File: config.mk
export PLATFORM = sky130hd
export DESIGN_NAME = hex_entry_input
export DESIGN_NICKNAME = d
export VERILOG_FILES = /design/src/rtl/hex_entry_input_pkg.sv /design/src/rtl/hex_entry_input_key_debounce.sv /design/src/rtl/hex_entry_input.sv
export SDC_FILE = /design/constraint.sdc
export NUM_CORES = 1
export LEC_CHECK = 0
export CAP_MARGIN = 25
export CORE_MARGIN = 5
export CORE_UTILIZATION = 45
export CTS_CLUSTER_DIAMETER = 40
export DETAILED_ROUTE_END_ITERATION = 12
export GPL_TIMING_DRIVEN = 0
export HOLD_SLACK_MARGIN = 0.06
export PLACE_DENSITY = 0.7
export SYNTH_ARGS = -nofsm -noshare
export SYNTH_HDL_FRONTEND = slang
export SYNTH_SLANG_ARGS = --single-unit
File: constraint.sdc
create_clock -name clk -period 1.65 [get_ports clk]
set_clock_uncertainty 0.15 [all_clocks]
set_input_delay 0.33 -clock clk [delete_from_list [all_inputs] [get_ports clk]]
set_output_delay 0.33 -clock clk [all_outputs]
set_load 0.03 [all_outputs]
File: src/rtl/hex_entry_input_pkg.sv
// hex_entry_input_pkg: shared FSM encodings, default parameters and sizing helper for the hex entry path
package hex_entry_input_pkg;
    typedef enum logic {
        ST_COLLECT = 1'b0,
        ST_OFFER   = 1'b1
    } state_t;
    localparam int DEF_DATA_WIDTH      = 16;
    localparam int DEF_DEBOUNCE_CYCLES = 16;
    function automatic int cnt_width(input int n);
        return (n > 1) ? $clog2(n) : 1;
    endfunction
endpackage

File: src/rtl/hex_entry_input_key_debounce.sv
// key_debounce: synchronises one raw pushbutton, debounces it and emits a single-cycle press pulse
//   clk, rst (sync, active-low) | raw: asynchronous button | level: debounced level | press: rising-edge pulse
module key_debounce
    import hex_entry_input_pkg::*;
#(
    parameter int DEBOUNCE_CYCLES = DEF_DEBOUNCE_CYCLES
) (
    input  logic clk,
    input  logic rst,
    input  logic raw,
    output logic level,
    output logic press
);
    localparam int CW = cnt_width(DEBOUNCE_CYCLES);
    logic          s1, s2, level_q;
    logic [CW-1:0] cnt;
    // the counter only runs while the synchronised input disagrees with the accepted level,
    // so any return to the old level restarts the stability window
    always_ff @(posedge clk) begin
        if (!rst) begin
            s1      <= 1'b0;
            s2      <= 1'b0;
            level   <= 1'b0;
            level_q <= 1'b0;
            cnt     <= '0;
        end else begin
            s1      <= raw;
            s2      <= s1;
            level_q <= level;
            if (s2 == level)
                cnt <= '0;
            else if (cnt == CW'(DEBOUNCE_CYCLES - 1)) begin
                level <= s2;
                cnt   <= '0;
            end else
                cnt <= cnt + 1'b1;
        end
    end
    assign press = level & ~level_q;
endmodule

File: src/rtl/hex_entry_input.sv
// hex_entry_input: assembles a word from switch nibbles entered with ENTER/CLEAR and offers it over valid/ready
//   clk, rst (sync, active-low) | sw, key_enter, key_clear: raw asynchronous inputs
//   out_data/out_valid/out_ready: word handshake | cur_nibble: synchronised switches | nib_count: nibbles entered
module hex_entry_input
    import hex_entry_input_pkg::*;
#(
    parameter int DATA_WIDTH      = DEF_DATA_WIDTH,
    parameter int DEBOUNCE_CYCLES = DEF_DEBOUNCE_CYCLES
) (
    input  logic                          clk,
    input  logic                          rst,
    input  logic [3:0]                    sw,
    input  logic                          key_enter,
    input  logic                          key_clear,
    output logic [DATA_WIDTH-1:0]         out_data,
    output logic                          out_valid,
    input  logic                          out_ready,
    output logic [3:0]                    cur_nibble,
    output logic [$clog2(DATA_WIDTH/4):0] nib_count
);
    localparam int NW = DATA_WIDTH / 4;
    localparam int CW = $clog2(NW) + 1;
    logic [3:0]            sw_s1;
    logic                  enter_press, clear_press;
    state_t                state, state_n;
    logic [DATA_WIDTH-1:0] data_n;
    logic [CW-1:0]         cnt_n;

    key_debounce #(.DEBOUNCE_CYCLES(DEBOUNCE_CYCLES)) u_enter (
        .clk(clk), .rst(rst), .raw(key_enter), .level(), .press(enter_press)
    );
    key_debounce #(.DEBOUNCE_CYCLES(DEBOUNCE_CYCLES)) u_clear (
        .clk(clk), .rst(rst), .raw(key_clear), .level(), .press(clear_press)
    );

    always_ff @(posedge clk) begin
        if (!rst) begin
            sw_s1      <= '0;
            cur_nibble <= '0;
            state      <= ST_COLLECT;
            out_data   <= '0;
            nib_count  <= '0;
        end else begin
            sw_s1      <= sw;
            cur_nibble <= sw_s1;
            state      <= state_n;
            out_data   <= data_n;
            nib_count  <= cnt_n;
        end
    end

    // key presses are dropped while a word is on offer; clear beats a simultaneous enter
    always_comb begin
        state_n = state;
        data_n  = out_data;
        cnt_n   = nib_count;
        if (state == ST_OFFER) begin
            if (out_ready) begin
                state_n = ST_COLLECT;
                data_n  = '0;
                cnt_n   = '0;
            end
        end else if (clear_press) begin
            data_n = '0;
            cnt_n  = '0;
        end else if (enter_press) begin
            data_n  = {out_data[DATA_WIDTH-5:0], cur_nibble};
            cnt_n   = nib_count + 1'b1;
            state_n = (cnt_n == CW'(NW)) ? ST_OFFER : ST_COLLECT;
        end
    end

    // derived from the registered state only, so out_ready never reaches out_valid combinationally
    assign out_valid = (state == ST_OFFER);
endmodule

# Yosys cells after proc, flatten, opt, wreduce, memory -nomap -nowiden
# Index checks and enable logic that the tools add are counted.
[word_totals] ff_bits=44 latch_bits=0 ram_bits=0 romBits=0 wordCells=50 mem_count=0
[classes] addsub=3 n_mul=0 n_div=0 magnitude_cmp=0 eq_ne=6 n_shift=0 n_mux=13 n_bitwise=7 n_reduce_logical=6
[op_table] cell="$mux 16" count=4
[op_table] cell="$mux 3" count=4
[op_table] cell="$add 4x1->4 const B" count=2
[op_table] cell="$eq 4x4->1 const B" count=2
[op_table] cell="$reduce_and 2->1" count=3
[op_table] cell="$reduce_or 3->1" count=2
[op_table] cell="$mux 1" count=5
[op_table] cell="$not 1->1" count=5
[op_table] cell="$add 3x1->3 const B" count=1
[op_table] cell="$eq 3x3->1 const B" count=1
[op_table] cell="$reduce_bool 3->1" count=1
[op_table] cell="$and 1x1->1" count=2
[op_table] cell="$eq 1x1->1" count=2
[op_table] cell="$ne 2x2->1 const B" count=1

# Logic depth before layout (Yosys ltp)
# Gate-level depths: netlist (run 1).
[depth] word_depth=6 ltp_mapped=5 depth_no_buf=4

# Cells and area by module
# A second synthesis (run 1) with hierarchy kept.
[unflattened] cells_unflattened=148 area_unflattened_um2=1529.0
[by_module_without_submodules] module="hex_entry_input" n_inst=1 cells_each=96 area_per_inst_um2=975.9 seq_area_each_um2=560.5
[by_module_without_submodules] module="key_debounce" n_inst=2 cells_each=26 area_per_inst_um2=276.5 seq_area_each_um2=160.2

# Worst setup path before layout (run 1)
# No wires, ideal clock.
[synth_timing] path_kind="reg-to-reg" start="register nib_count[0]" end="register nib_count[2]" setup_time_ps=74 t_arrival_ps=1206 t_required_ps=1426 setup_slack_ps=219 path_stages_with_launch=5 path_buffers=0 synth_period_minus_slack_ps=1431 cell_sequence="dfxtp_1 ha_1 ha_1 nand4b_1 a31oi_1"
[synth_via] elab_chain_cells=4
[synth_rtl] element="start: declaration" line="hex_entry_input.sv:19" source="output logic [$clog2(DATA_WIDTH/4):0] nib_count"
[synth_rtl] element="start signal: assignment" line="hex_entry_input.sv:48" source="nib_count <= cnt_n;"
[synth_rtl] element="$add 3x1->3" line="hex_entry_input.sv:68" source="cnt_n = nib_count + 1'b1;"
[synth_rtl] element="$mux 3" line="hex_entry_input.sv:66" source="end else if (enter_press) begin"
[synth_rtl] element="$mux 3" line="hex_entry_input.sv:63" source="end else if (clear_press) begin"
[synth_rtl] element="$mux 3" line="hex_entry_input.sv:57" source="if (state == ST_OFFER) begin"
# No other way between the ends. The select of a mux whose other input is x is not followed.
# A chain may end at the register's enable or synchronous reset.

# Final worst setup path (run 1)
[layout_timing] start="register out_data[1]" end="output out_data[1]"
[layout_lines] element="start: declaration" line="hex_entry_input.sv:15" source="output logic [DATA_WIDTH-1:0] out_data,"
[layout_lines] element="start signal: assignment" line="hex_entry_input.sv:47" source="out_data <= data_n;"
# No word-level cell between the ends.

==> out/qor.tcl, run 1 <==
set qor(status) {completed}
set qor(detail_route.wirelength_mm) 3.747
set qor(vias_per_cell) 5.500
set qor(die_w_um) 73.37
set qor(comb_power_share_pct) 3.3
set qor(core.rowCount) 23
set qor(die_height_um) 73.37
set qor(dr.pass1.iters) 4
set qor(yosys.area.top_type) {sky130_fd_sc_hd__dfxtp_1}
set qor(detailed_place_hpwl_mm) 2.686
set qor(fill_cells) 355
set qor(cts_max_level) 2
set qor(report.final.setup_viol) 0
set qor(detail_route.iter0.violations) 131
set qor(first_global_vias) 1374
set qor(post_syn_instances) 191
set qor(maxCapViolations) 0
set qor(setup.worst_path.start) {out_data[1]}
set qor(switching_share_pct) 23.04
set qor(grt_util_all_layers_pct) 15.01
set qor(hold_start) {rst}
set qor(syn_nets) 204
set qor(timing.critical_path.from_type) {flop}
set qor(yosys_register_bits) 44
set qor(power.static_leakage_uw) 0.0009150
set qor(clock.fmax_ghz) 0.6285
set qor(yosys.cell_count.top_type) {sky130_fd_sc_hd__dfxtp_1}
set qor(tritoncts_num_sinks) 44
set qor(timing.critical_path.max_delay_family) {buffers and inverters}
set qor(finalWorstPathRequiredPeriod_ns) 1.591
set qor(design.final.nets) 242
set qor(number_of_endpoints_with_negative_hold_slack_in_the_final_report) 0
set qor(dieArea_um2) 5382
set qor(crit_slowest_cell) {sky130_fd_sc_hd__dlygate4sd2_1}
set qor(synth_common_cells) {sky130_fd_sc_hd__dfxtp_1, sky130_fd_sc_hd__nand4_1, sky130_fd_sc_hd__a31oi_1, sky130_fd_sc_hd__nand2_1, sky130_fd_sc_hd__and2_1}
set qor(slew_violations) 0
set qor(netlist_area_um2) 1807
set qor(worstSkewPairLatency_ns) 0.30
set qor(cts_hold_buffers) 0
set qor(synth_sequential_area_ratio_pct) 48.75
set qor(initial_utilization_pct) 45.83
set qor(sequential_cell_area_um2) 880.8
set qor(synth_area_leaders) {sky130_fd_sc_hd__dfxtp_1, sky130_fd_sc_hd__nand4_1, sky130_fd_sc_hd__a31oi_1, sky130_fd_sc_hd__and2_1, sky130_fd_sc_hd__buf_6}
set qor(distinct_cell_type_count_of_the_synthesized_netlist) 26
set qor(critical_path_required_ns) 1.17
set qor(power_per_cell_area_nw_per_um2) 812.9
set qor(cts_buffers) 5
set qor(worst_pin_slew_ns) 0.4726
set qor(p_seq_share_pct) 59.2
set qor(grt_start_max_net_pins) 16
set qor(regToRegSetupSlack_ns) 0.32
set qor(deepest_clock_path_buffer_count) 2
set qor(max_slew_margin_pct) 68.49
set qor(power.ir.vdd_worst_mv) 0.5778
set qor(drcViolationCount) 0
set qor(cts_tree) {done}
set qor(cp-end-kind) {output port}
set qor(worst_path_largest_cell_delay_ns) 0.42
set qor(post_synth_edffs) 0
set qor(drt-wirelength-per-cell_um) 13.38
set qor(drtAntennaViolNets) 0
set qor(setup_tns_ns) 0
set qor(io-pin-count) 33
set qor(global_route_wire_length_before_repair_mm) 6.285
set qor(initial_antenna_violation_count) 0
set qor(worst-path-buf-inv) 1
set qor(critPathKind) {flop to output port}
set qor(finalCoreUtilization_pct) 57.00
set qor(multi_input_area_um2) 768.2
set qor(crit_path_cell_trace) {dlygate4sd2_1}
set qor(synth_ff_type) {sky130_fd_sc_hd__dfxtp_1}
set qor(fin_crit_sh_pct) 96.43
set qor(worstReg2RegStart) {nib_count[0]}
set qor(preCtsSetupSlack_ns) 0.07189
set qor(setup_repair_after_global_routing_missed_its_margin) {no}
set qor(path_max_fanout) 4
set qor(grt.overflow.total) 0
set qor(via_count) 1540
set qor(synth_area_per_cell_um2) 9.459
set qor(clk_pin_slew_ns) 0.09
set qor(port_buffers) 31
set qor(power.switching_uw) 420.8
set qor(core_region_area_um2) 3943
set qor(final.setup.worst_slack_ns) 0.05893
set qor(diodes) 0
set qor(area_growth_pct) 24.38
set qor(post_cts.repair.setup_buffers) 0
set qor(area_share_of_the_largest_cell_type_after_synthesis_pct) 48.75
set qor(gpl.final_weighted_congestion) 0.7888
set qor(drive_gt1_share_pct) 12.61
set qor(timing.hold.worst.class) {primary input to flop}
set qor(yosysWarnings) 0
set qor(critPathArrivalTime_ns) 1.11
set qor(cts_root_buffer) {sky130_fd_sc_hd__clkbuf_8}
set qor(power_report.internal_total_uw) 1406
set qor(p_clk_share_pct) 37.5
set qor(ys_async_sr_fraction_pct) 0
registers in the layout, indices dropped and copies added (netlist names), 3 cells and up:
signal and count:
cur_nibble 4, nib_count 3, out_data 16, sw_s1 4
u_clear.cnt 4, u_enter.cnt 4
power groups by stage:
| stage | Combinational [uW] | Clock, uW | Sequential (uW) |
|---|---|---|---|
| floorplan | 25.5 | 0 | 1110 |
| global placement | 63.4 | 0 | 1110 |
| detailed placement | 64.4 | 0 | 1110 |
| CTS | 61.9 | 699 | 1080 |
| global route | 65.7 | 754 | 1080 |
| finish | 60.4 | 684 | 1080 |
repair_timing:
item / 4_1_cts / 5_1_grt
gates resized for setup: 24 / 4
pin swaps: 0 / 0
endpoints found under the setup margin: 24 / 4
through the flow:
| stage | power (uW) | hold WS (ns) | area, um^2 | cells |
|---|---|---|---|---|
| global placement | 1170 | 0.2638 | 2180 | 272 |
| finish | 1827 | 0.2204 | 2247 | 280 |
| CTS | 1843 | 0.2328 | 2242 | 280 |
| global route | 1904 | 0.2242 | 2247 | 280 |
| floorplan | 1139 | 0.2619 | 1807 | 191 |
| detailed placement | 1172 | 0.2694 | 2180 | 272 |
metal layers:
metal  part of all wire [%]  up-vias  global-route usage, %
li1                       -      761                      -
met1                     45      724                  18.34
met2                     47       49                  24.33
met3                    6.5        6                  6.156
met4                    1.5        0                  4.225
met5                      0        -                      0
worst paths after layout:
path                         to  cells past startpoint
setup / recovery    out_data[1]                      1
hold / removal    cur_nibble[0]                      2
hold reg to reg      u_clear.s2                      1
setup reg to reg   nib_count[2]                      4
placed cells by master, fill, tap and decap left out, types with 2 or more instances in the layout:
master                            netlist  layout
sky130_fd_sc_hd__nand4_1               36      36
sky130_fd_sc_hd__nor2_1                 9       9
sky130_fd_sc_hd__clkbuf_8               0       5
sky130_fd_sc_hd__ha_1                   4       4
sky130_fd_sc_hd__xor2_1                 6       6
sky130_fd_sc_hd__clkdlybuf4s50_1        0       7
sky130_fd_sc_hd__nand3_1                6       6
sky130_fd_sc_hd__mux2i_1                2       2
sky130_fd_sc_hd__buf_2                  5       5
sky130_fd_sc_hd__nand4b_1               2       2
sky130_fd_sc_hd__and2_1                13      13
sky130_fd_sc_hd__dlygate4sd2_1          0      20
sky130_fd_sc_hd__clkbuf_1               2       2
sky130_fd_sc_hd__and3_1                 2       2
sky130_fd_sc_hd__inv_1                  4       4
sky130_fd_sc_hd__buf_6                  7       7
sky130_fd_sc_hd__clkinvlp_4             0       2
sky130_fd_sc_hd__a31oi_1               19      19
sky130_fd_sc_hd__clkdlybuf4s15_1        0       4
sky130_fd_sc_hd__buf_4                  2       2
sky130_fd_sc_hd__dfxtp_1               44      44
sky130_fd_sc_hd__nand2_1               19      19
final cells by class:
type / count / area share (%)
Tap cell: 50 / 2.784
Timing Repair Buffer: 31 / 12.69
Inverter: 5 / 0.8352
Sequential cell: 44 / 39.20
Clock buffer: 5 / 3.062
Buffer: 18 / 6.180
Clock inverter: 3 / 1.058
Multi-Input combinational cell: 124 / 34.19
cell families (layout without fill, tap and decap cells):
kind of cell,count (synthesis),after routing,share of synthesized area [%]
mux,2,2,1.108
compound gates,20,20,7.479
buf+inv,23,62,8.725
fa+ha+maj,4,4,2.770
flops,44,44,48.75
simple gates,92,92,28.26
xor+xnor,6,6,2.909
Power figures use the tool's default switching activity.
==> inputs of run 2 (changes only) <==
--- a/config.mk
+++ b/config.mk
@@ -16,3 +16,4 @@
 export SYNTH_ARGS = -nofsm -noshare
 export SYNTH_HDL_FRONTEND = slang
 export SYNTH_SLANG_ARGS = --single-unit
+export TNS_END_PERCENT = 50
==> results of run 2 <==
No change in the layout: final DEF, timing and power equal those of run 1.
==> inputs of run 3 (changes only) <==
--- a/config.mk
+++ b/config.mk
@@ -11,7 +11,6 @@
 export CTS_CLUSTER_DIAMETER = 40
 export DETAILED_ROUTE_END_ITERATION = 12
 export GPL_TIMING_DRIVEN = 0
-export HOLD_SLACK_MARGIN = 0.06
 export PLACE_DENSITY = 0.7
 export SYNTH_ARGS = -nofsm -noshare
 export SYNTH_HDL_FRONTEND = slang
==> results of run 3 <==
No change in the layout: final DEF, timing and power equal those of run 1.
